File: config.mk
export PLATFORM = sky130hd
export DESIGN_NAME = gpio_irq_ctrl
export DESIGN_NICKNAME = d
export VERILOG_FILES = /design/src/rtl/gpio_irq_pkg.sv /design/src/rtl/gpio_debounce.sv /design/src/rtl/gpio_irq_ctrl.sv
export SDC_FILE = /design/constraint.sdc
export NUM_CORES = 1
export LEC_CHECK = 0
export BUFFER_PORTS_ARGS = -buffer_cell sky130_fd_sc_hd__buf_2
export CORE_MARGIN = 2
export CORE_UTILIZATION = 32
export CTS_CLUSTER_SIZE = 30
export DETAILED_ROUTE_END_ITERATION = 7
export PLACE_DENSITY = 0.58
export SLEW_MARGIN = 20
export SYNTH_ARGS = -nofsm -noshare
export SYNTH_HDL_FRONTEND = slang
export SYNTH_SLANG_ARGS = --single-unit
export TNS_END_PERCENT = 50
File: constraint.sdc
create_clock -name clk -period 2.15 [get_ports clk]
set_input_delay 0.215 -clock clk [delete_from_list [all_inputs] [get_ports clk]]
set_output_delay 0.215 -clock clk [all_outputs]
set_load 0.03 [all_outputs]
File: src/rtl/gpio_irq_pkg.sv
// Shared register map, CTRL/IRQ bit positions and decode helper for gpio_irq_ctrl.
// No logic of its own; latency and backpressure not applicable.
package gpio_irq_pkg;

    localparam int ADDR_W = 5;
    localparam int REG_W  = 8;

    localparam logic [ADDR_W-1:0] ADDR_IN_STATE  = 5'd0;
    localparam logic [ADDR_W-1:0] ADDR_OUT       = 5'd1;
    localparam logic [ADDR_W-1:0] ADDR_TMR_LOAD  = 5'd2;
    localparam logic [ADDR_W-1:0] ADDR_TMR_COUNT = 5'd3;
    localparam logic [ADDR_W-1:0] ADDR_IN_PEND   = 5'd4;
    localparam logic [ADDR_W-1:0] ADDR_RISE_EN   = 5'd5;
    localparam logic [ADDR_W-1:0] ADDR_FALL_EN   = 5'd6;
    localparam logic [ADDR_W-1:0] ADDR_CTRL      = 5'd7;

    localparam int CTRL_IN_IE    = 0;
    localparam int CTRL_TMR_IE   = 1;
    localparam int CTRL_AUTO     = 2;
    localparam int CTRL_TMR_PEND = 3;

    localparam int IRQ_IN  = 0;
    localparam int IRQ_TMR = 1;

    function automatic logic wr_hit(input logic we,
                                    input logic [ADDR_W-1:0] waddr,
                                    input logic [ADDR_W-1:0] addr);
        return we && (waddr == addr);
    endfunction

endpackage

File: src/rtl/gpio_debounce.sv
// Single-bit two-flop synchroniser plus optional debounce (GPIO_IRQ_DEBOUNCE_EN).
// Latency 2 cycles, or 2 + DEBOUNCE_CYCLES with debounce; no backpressure.
module gpio_debounce
`ifdef GPIO_IRQ_DEBOUNCE_EN
#(
    parameter int DEBOUNCE_CYCLES = 16
)
`endif
(
    input  logic clk,
    input  logic reset,
    input  logic pin_i,
    output logic state_o
);

    logic meta_q;
    logic sync_q;

    always_ff @(posedge clk) begin
        if (reset) begin
            meta_q <= 1'b0;
            sync_q <= 1'b0;
        end else begin
            meta_q <= pin_i;
            sync_q <= meta_q;
        end
    end

`ifdef GPIO_IRQ_DEBOUNCE_EN
    localparam int CW = (DEBOUNCE_CYCLES > 1) ? $clog2(DEBOUNCE_CYCLES) : 1;
    localparam logic [CW-1:0] CNT_MAX = CW'(DEBOUNCE_CYCLES - 1);

    logic [CW-1:0] cnt_q, cnt_d;
    logic          state_q, state_d;

    // Any sample that agrees with the current state restarts the stability count.
    always_comb begin
        cnt_d   = '0;
        state_d = state_q;
        if (sync_q != state_q) begin
            if (cnt_q == CNT_MAX) begin
                state_d = sync_q;
            end else begin
                cnt_d = cnt_q + CW'(1);
            end
        end
    end

    always_ff @(posedge clk) begin
        if (reset) begin
            cnt_q   <= '0;
            state_q <= 1'b0;
        end else begin
            cnt_q   <= cnt_d;
            state_q <= state_d;
        end
    end

    assign state_o = state_q;
`else
    assign state_o = sync_q;
`endif

endmodule

File: src/rtl/gpio_irq_ctrl.sv
// Memory-mapped GPIO, edge-interrupt and ms countdown timer block; debounce stage under GPIO_IRQ_DEBOUNCE_EN.
// Read data 1 cycle after readaddr, interrupts 1 cycle after pending/enable; no backpressure.
module gpio_irq_ctrl #(
    parameter int NUM_IN          = 8,
    parameter int NUM_OUT         = 4,
    parameter int CLK_KHZ         = 50000,
    parameter int DEBOUNCE_CYCLES = 16
) (
    input  logic               clk,
    input  logic               reset,
    input  logic [4:0]         readaddr,
    output logic [7:0]         readdata,
    input  logic [4:0]         writeaddr,
    input  logic [7:0]         writedata,
    input  logic               write_en,
    output logic [7:0]         interrupts,
    input  logic [NUM_IN-1:0]  pins_in,
    output logic [NUM_OUT-1:0] pins_out
);
    import gpio_irq_pkg::*;

    localparam int PW = (CLK_KHZ > 1) ? $clog2(CLK_KHZ) : 1;
    localparam logic [PW-1:0] PRE_TC = PW'(CLK_KHZ - 1);

    if (NUM_IN < 1 || NUM_IN > 8 || NUM_OUT < 1 || NUM_OUT > 8 ||
        CLK_KHZ < 1 || DEBOUNCE_CYCLES < 1) begin : g_bad_cfg
        $error("gpio_irq_ctrl: parameter out of range");
    end

    logic [NUM_IN-1:0]  in_state;
    logic [NUM_IN-1:0]  in_prev_q;
    logic [NUM_IN-1:0]  in_evt;
    logic [NUM_IN-1:0]  in_pend_q, in_pend_d;
    logic [NUM_IN-1:0]  rise_en_q;
    logic [NUM_IN-1:0]  fall_en_q;
    logic [NUM_OUT-1:0] out_q;
    logic [7:0]         tmr_load_q;
    logic [7:0]         tmr_cnt_q, tmr_cnt_d;
    logic [PW-1:0]      pre_q, pre_d;
    logic [2:0]         ctrl_q;
    logic               tmr_pend_q, tmr_pend_d;
    logic               tmr_set;
    logic               tmr_run;
    logic               ms_tick;
    logic [1:0]         irq_q;
    logic [7:0]         rdata_q, rdata_d;

    logic wr_out, wr_load, wr_pend, wr_rise, wr_fall, wr_ctrl;

    for (genvar i = 0; i < NUM_IN; i++) begin : g_in
`ifdef GPIO_IRQ_DEBOUNCE_EN
        gpio_debounce #(
            .DEBOUNCE_CYCLES(DEBOUNCE_CYCLES)
        ) u_db (
            .clk    (clk),
            .reset  (reset),
            .pin_i  (pins_in[i]),
            .state_o(in_state[i])
        );
`else
        gpio_debounce u_db (
            .clk    (clk),
            .reset  (reset),
            .pin_i  (pins_in[i]),
            .state_o(in_state[i])
        );
`endif
    end

    assign wr_out  = wr_hit(write_en, writeaddr, ADDR_OUT);
    assign wr_load = wr_hit(write_en, writeaddr, ADDR_TMR_LOAD);
    assign wr_pend = wr_hit(write_en, writeaddr, ADDR_IN_PEND);
    assign wr_rise = wr_hit(write_en, writeaddr, ADDR_RISE_EN);
    assign wr_fall = wr_hit(write_en, writeaddr, ADDR_FALL_EN);
    assign wr_ctrl = wr_hit(write_en, writeaddr, ADDR_CTRL);

    assign in_evt = (in_state & ~in_prev_q & rise_en_q) |
                    (~in_state & in_prev_q & fall_en_q);

    // Clear is applied first so a coincident edge event keeps the bit set.
    always_comb begin
        in_pend_d = in_pend_q;
        if (wr_pend) begin
            in_pend_d = in_pend_d & ~writedata[NUM_IN-1:0];
        end
        in_pend_d = in_pend_d | in_evt;
    end

    assign tmr_run = (tmr_cnt_q != 8'd0);
    assign ms_tick = tmr_run && (pre_q == PRE_TC);

    // A TMR_LOAD write overrides any tick in the same cycle, so no expiry is flagged.
    always_comb begin
        pre_d     = pre_q;
        tmr_cnt_d = tmr_cnt_q;
        tmr_set   = 1'b0;
        if (wr_load) begin
            pre_d     = '0;
            tmr_cnt_d = writedata;
        end else if (tmr_run) begin
            pre_d = ms_tick ? '0 : pre_q + PW'(1);
            if (ms_tick) begin
                if (tmr_cnt_q == 8'd1) begin
                    tmr_set   = 1'b1;
                    tmr_cnt_d = (ctrl_q[CTRL_AUTO] && tmr_load_q != 8'd0) ? tmr_load_q : 8'd0;
                end else begin
                    tmr_cnt_d = tmr_cnt_q - 8'd1;
                end
            end
        end

        tmr_pend_d = tmr_pend_q;
        if (wr_ctrl && writedata[CTRL_TMR_PEND]) begin
            tmr_pend_d = 1'b0;
        end
        if (tmr_set) begin
            tmr_pend_d = 1'b1;
        end
    end

    always_comb begin
        rdata_d = '0;
        case (readaddr)
            ADDR_IN_STATE:  rdata_d = 8'(in_state);
            ADDR_OUT:       rdata_d = 8'(out_q);
            ADDR_TMR_LOAD:  rdata_d = tmr_load_q;
            ADDR_TMR_COUNT: rdata_d = tmr_cnt_q;
            ADDR_IN_PEND:   rdata_d = 8'(in_pend_q);
            ADDR_RISE_EN:   rdata_d = 8'(rise_en_q);
            ADDR_FALL_EN:   rdata_d = 8'(fall_en_q);
            ADDR_CTRL:      rdata_d = {4'b0000, tmr_pend_q, ctrl_q};
            default:        rdata_d = '0;
        endcase
    end

    always_ff @(posedge clk) begin
        if (reset) begin
            in_prev_q  <= '0;
            in_pend_q  <= '0;
            rise_en_q  <= '0;
            fall_en_q  <= '0;
            out_q      <= '0;
            tmr_load_q <= '0;
            tmr_cnt_q  <= '0;
            pre_q      <= '0;
            ctrl_q     <= '0;
            tmr_pend_q <= 1'b0;
            irq_q      <= '0;
            rdata_q    <= '0;
        end else begin
            in_prev_q  <= in_state;
            in_pend_q  <= in_pend_d;
            if (wr_rise) rise_en_q <= writedata[NUM_IN-1:0];
            if (wr_fall) fall_en_q <= writedata[NUM_IN-1:0];
            if (wr_out)  out_q     <= writedata[NUM_OUT-1:0];
            if (wr_load) tmr_load_q <= writedata;
            if (wr_ctrl) ctrl_q    <= writedata[2:0];
            tmr_cnt_q  <= tmr_cnt_d;
            pre_q      <= pre_d;
            tmr_pend_q <= tmr_pend_d;
            irq_q[IRQ_IN]  <= ctrl_q[CTRL_IN_IE] & (|in_pend_q);
            irq_q[IRQ_TMR] <= ctrl_q[CTRL_TMR_IE] & tmr_pend_q;
            rdata_q    <= rdata_d;
        end
    end

    assign readdata   = rdata_q;
    assign interrupts = {6'b000000, irq_q};
    assign pins_out   = out_q;

endmodule

After elaboration in Yosys (flattened, before gate mapping)
Cells that the tools add are included.

operators by class
  $lt $le $gt $ge = 0
  equality and inequality tests = 15
  $mul = 0
  shift operators = 0
  reductions and logical operators = 18
  mux-type cells = 14
  div/mod/pow operators = 0
  $add $sub $neg = 2
  bitwise gates (word level) = 12

operators by type and width
  cell                     number
  $pmux W8 S8              1
  $mux W8                  6
  $and A8 B8 Y8            5
  $eq A5 B3 Y1 const B     8
  $not A8 Y8               3
  $add A16 B1 Y16 const B  1
  $eq A16 B16 Y1 const B   1
  $mux W16                 1
  $or A8 B8 Y8             2
  $reduce_bool A8 Y1       2
  $eq A5 B2 Y1 const B     3
  $eq A5 B1 Y1 const B     2
  $logic_and A1 B1 Y1      9
  $eq A8 B1 Y1 const B     1
  $reduce_or A8 Y1         1
  $sub A8 B1 Y8 const B    1
  $mux W1                  6
  $reduce_bool A2 Y1       3
  $logic_not A5 Y1         1
  $and A1 B1 Y1            2
  $reduce_and A2 Y1        1
  $reduce_or A2 Y1         1

storage, ports and cells
  output and inout bits = 20
  bits in registers = 98
  input bits = 29
  memory bits (read-only) = 0
  word-level logic and storage cells = 89
  bits in writable memories = 0
  memories kept = 0
  latch bits = 0

Longest topological paths before layout
  depth in word-level cells = 7
  mapped depth = 10

Cells and area by module
Synthesis repeated with hierarchy kept, for this count alone.

unflattened totals
  cell total of the unflattened synthesis = 521
  area, all modules = 4619.4 um2

by module, submodules not included
  module         instances  cells an instance  area each (um2)  sequential area each (um2)
  gpio_irq_ctrl  1          489                4199.0           1641.6
  gpio_debounce  8          4                  52.6             40.0

Worst setup path after synthesis
No wires, ideal clock.

  path type = register -> register
  start point = register tmr_cnt_q[0]
  end point = register tmr_cnt_q[2]
  slack = 45 ps
  cell stages (with the launch flop) = 10
  data required time = 2031 ps
  clock period less this slack = 2105 ps
  path buffers = 2
  arrival time = 1986 ps
  library setup time = 119 ps
  cells stage by stage = dfxtp_1 -> clkbuf_1 -> inv_1 -> ha_1 -> nor4b_4 -> a21bo_2 -> or2_1 -> buf_6 -> a21o_1 -> o221a_2

on the way
  word-level cells in the longest chain between the ends = 5
  elaborated cells on any way between the ends = 11
  those cells by class = add/sub (1); eq/ne (1); mux (4); reduce/logical (5)

RTL lines
  item                                           RTL line                                    RTL
  start: declaration                             gpio_irq_ctrl.sv:38                         logic [7:0] tmr_cnt_q, tmr_cnt_d;
  start signal: assignment                       gpio_irq_ctrl.sv:158                        tmr_cnt_q <= tmr_cnt_d;
  $sub A8 B1 Y8 or $eq A8 B1 Y1 (tied branches)  gpio_irq_ctrl.sv:107, gpio_irq_ctrl.sv:103
  $mux W8                                        gpio_irq_ctrl.sv:103                        if (tmr_cnt_q == 8'd1) begin
  $mux W8                                        gpio_irq_ctrl.sv:102                        if (ms_tick) begin
  $mux W8                                        gpio_irq_ctrl.sv:100                        end else if (tmr_run) begin
  $mux W8                                        gpio_irq_ctrl.sv:97                         if (wr_load) begin

Several ways; a longest one is shown, not always the timed one. The select of a mux whose other input is x is not followed.
A chain may end at the register's enable or synchronous reset.

Final worst setup path
  start point = register pre_q[0]
  end point = register tmr_cnt_q[5]

on the way
  word-level cells in the longest chain between the ends = 4

RTL lines
  item                          RTL line              RTL
  start: declaration            gpio_irq_ctrl.sv:39   logic [PW-1:0] pre_q, pre_d;
  start signal: assignment      gpio_irq_ctrl.sv:159  pre_q <= pre_d;
  $eq A16 B16 Y1                gpio_irq_ctrl.sv:90   assign ms_tick = tmr_run && (pre_q == PRE_TC);
  $logic_and A1 B1 Y1           gpio_irq_ctrl.sv:90
  $reduce_bool A2 Y1 (no line)  n/a
  $reduce_and A2 Y1 (no line)   n/a

No other way between the ends.

==> qor.yml <==
cts:
  clock_latency_ns: 0.35
  clkSinkCount: 98
  cts_tree: "built"
  clk_path_buf_depth: 2
  numCtsBuffers: 9
  clockRootBuffer: "clkbuf_16"
  cts_max_level: 3
  post-cts-setup-buffers: 0
  cts.clk_slew.worst_paths_ns: 0.07
route:
  avgViaCountPerCell: 5.270
  drt_wl_total_mm: 11.60
  drtIter0Drc: 269
  wl_per_cell_um: 15.96
  ant_nets: 0
  drt-pass1-iter-count: 5
  drc: 0
  num_vias: 3831
logic_synthesis:
  yosys_warnings: 0
  synth_area_per_cell_um2: 8.761
  synth_flop_cell: "dfxtp_1"
  ys_ff_latch: 98
  async_flop_share_pct: 0
  synth_edf_count: 0
  synthCells: 500
  synth.distinct_cells: 63
  ys_seq_area_share_pct: 44.79
  synth_largest_area_cell: "dfxtp_1"
  synth_top_area_share_pct: 44.79
  syn-cell-area_um2: 4380
  synth_area_leaders: "dfxtp_1, nand2_1, a21oi_1"
power:
  p_int_w: 0.002739
  power.total_w: 0.003623
  power_density_nw_per_um2: 706.9
  p_sw_share_pct: 24.40
  seq_power_share_pct: 51.3
  p_sw_w: 0.0008841
  p_comb_share_pct: 6.0
  ir_worst_vdd_uv: 625.2
  p_clk_share_pct: 42.7
  leakage_nw: 1.948
finish:
  final_common_cell: "dfxtp_1"
  utilization_pct: 38.55
  fin_nets: 579
  fill_cells: 1383
  final_cell_mix: "dfxtp_1, nand2_1, buf_2"
  synthToLayoutAreaGrowth_pct: 17.00
  drive_above_1_share_pct: 17.42
  num_antenna_cells: 0
grt:
  antenna_found_initial: 0
  grt_use_met2_pct: 27.81
  grtUsageMet1_pct: 21.07
  grt_pass1_wl_mm: 19.10
  grt_remaining_overflow: 0
  met3_usage_pct: 4.652
  grt_max_degree: 46
  grt_use_total_pct: 16.71
  top_usage_layer: "met2"
  grt_pass1_vias: 3665
floorplanning:
  coreArea_um2: 13300
  floorplan.initialDensity_pct: 32.95
  io_pins: 49
  dieHeight_um: 121
  die_w_um: 121
  rows: 42
  die_area_um2: 14640
setup_path:
  cp_cell_sequence: "ha_1, and3_1, a21bo_2, or2_4, nor4_1, o21ai_0"
  crit_family: "simple AND/OR/NAND/NOR gates"
  cp-end-kind: "register"
  crit_buf_inv: 0
  cp.arrival_ns: 2.18
  crit_type: "reg2reg"
  start_kind: "register"
  r2r_slack_ns: 0.19
  crit_path_top_delay_cell: "dfxtp_1"
  crit_path_max_fanout: 10
  cp_slowest_stage_delay_ns: 0.39
  worstPathRequired_ns: 2.37
placed_design:
  io_buffers: 42
  place_congestion: 0.8672
  place_hpwl_mm: 8.394
sta:
  fin_crit_ns: 1.956
  post-route-period-util_pct: 90.98
  fmax_ghz: 0.5112
  relSlewSlack_pct: 54.50
  fin_setup_tns_ns: 0
  hold_viol_final: 0
  skew_ns: 0.007082
  slew_violations: 0
  setup_viol: 0
  tightest_slew_ns: 0.6800
  rsz0062_at_grt: "no"
hold_path:
  holdCritPathClass: "in2reg"
status:
  outcome: "completed"
run:
  cap_violations: 0
==> metal layers <==
layer	vias to the layer above	wire length (µm)
li1	1863	-
met4	0	180
met1	1826	5135
met5	-	0
met2	128	5635
met3	14	650
==> power groups by stage <==
| stage | Clock [W] | Combinational [W] | Sequential (W) |
|---|---|---|---|
| 6_report | 0.00155 | 0.000219 | 0.00186 |
| 5_1_grt | 0.00167 | 0.000238 | 0.00186 |
| 4_1_cts | 0.00158 | 0.000217 | 0.00186 |
| 3_5_place_dp | 0 | 0.000217 | 0.00190 |
| 3_3_place_gp | 0 | 0.000213 | 0.00190 |
| 2_1_floorplan | 0 | 0.000136 | 0.00190 |
==> path summary, 6_finish.rpt <==
kind | depth (start not counted) | to | start
min | 2 | g_in[1].u_db.meta_q$_SDFF_PP0_ | pins_in[1]
min reg2reg | 1 | g_in[1].u_db.state_o$_SDFF_PP0_ | g_in[1].u_db.meta_q$_SDFF_PP0_
max | 6 | tmr_cnt_q[5]$_SDFFE_PP0P_ | pre_q[0]$_SDFFE_PP0P_
max reg2reg | 6 | tmr_cnt_q[5]$_SDFFE_PP0P_ | pre_q[0]$_SDFFE_PP0P_
==> repair_timing <==
| action | CTS | global route |
|---|---|---|
| hold buffers | 0 | 0 |
| gates resized for setup | 0 | 6 |
| setup endpoints to repair | 0 | 17 |
==> Yosys cell counts (3+ instances only) <==
library cell   n
dfxtp_1       98
nand2_1       69
nor2_1        42
a21oi_1       39
nand3_1       28
nor2b_1       28
mux2i_1       16
nand3b_1      16
clkbuf_1      15
xor2_1        12
a31oi_1        9
inv_1          8
nor3_1         8
nand4_1        7
a22oi_1        6
buf_2          6
buf_4          6
a211oi_1       5
o21ai_0        5
a222oi_1       4
a32oi_1        4
and3_1         4
ha_1           4
nor4_1         4
xnor2_1        4
a22o_1         3
and2_1         3
mux2_2         3
or3_1          3
==> registers in the layout, summed over array words and instances, names as in the netlist <==
register and cells:
pre_q 16, g_in.u_db.state_o 8, in_prev_q 8, tmr_pend_q 1
readdata 8, ctrl_q 3, irq_q 2, tmr_load_q 8
in_pend_q 8, rise_en_q 8, g_in.u_db.meta_q 8, pins_out 4
fall_en_q 8, tmr_cnt_q 8
==> metrics by stage <==
stage | instances | hold WS (ns) | area, µm² | setup WS [ns]
after global placement | 711 | 0.4168 | 4828 | 0.1695
final | 727 | 0.07255 | 5125 | 0.1939
after CTS | 727 | 0.05896 | 5107 | 0.04124
after global routing | 727 | 0.05620 | 5125 | 0.01866
after floorplan | 505 | 0.3240 | 4399 | 0.04532
after detailed placement | 711 | 0.4269 | 4828 | 0.06255
==> cells by family (layout without fill, tap and decap cells) <==
| logic type | Yosys count | in the layout | synth area share [%] |
|---|---|---|---|
| AO/OA/AOI/OAI | 96 | 96 | 14.80 |
| XOR/XNOR | 16 | 16 | 3.199 |
| adder cells (fa/ha/maj) | 4 | 4 | 1.143 |
| buffers and inverters | 38 | 84 | 4.141 |
| flip-flops | 98 | 98 | 44.79 |
| multiplexers | 19 | 19 | 4.427 |
| other | 1 | 6 | 0.08561 |
| AND/OR/NAND/NOR | 228 | 228 | 27.42 |
==> worst reg2reg max path: cells and delay by family, from the launching register on <==
family                   cells  cell delay (ns)
flip-flops                   1             0.39
AO/OA/AOI/OAI                2             0.41
adder cells (fa/ha/maj)      1             0.22
AND/OR/NAND/NOR              3             0.80
==> final cells by class <==
type / instances / area [µm²] / share of cell area [%]
Inverter: 8 / 30.03 / 0.5859
Tap cell: 176 / 220.2 / 4.297
Clock buffer: 11 / 242.7 / 4.736
Multi-Input combinational cell: 369 / 2288 / 44.65
Clock inverter: 5 / 36.28 / 0.7080
Timing Repair Buffer: 60 / 345.3 / 6.738
Sequential cell: 98 / 1962 / 38.28
Note: power is estimated with default switching activity, not from simulation.
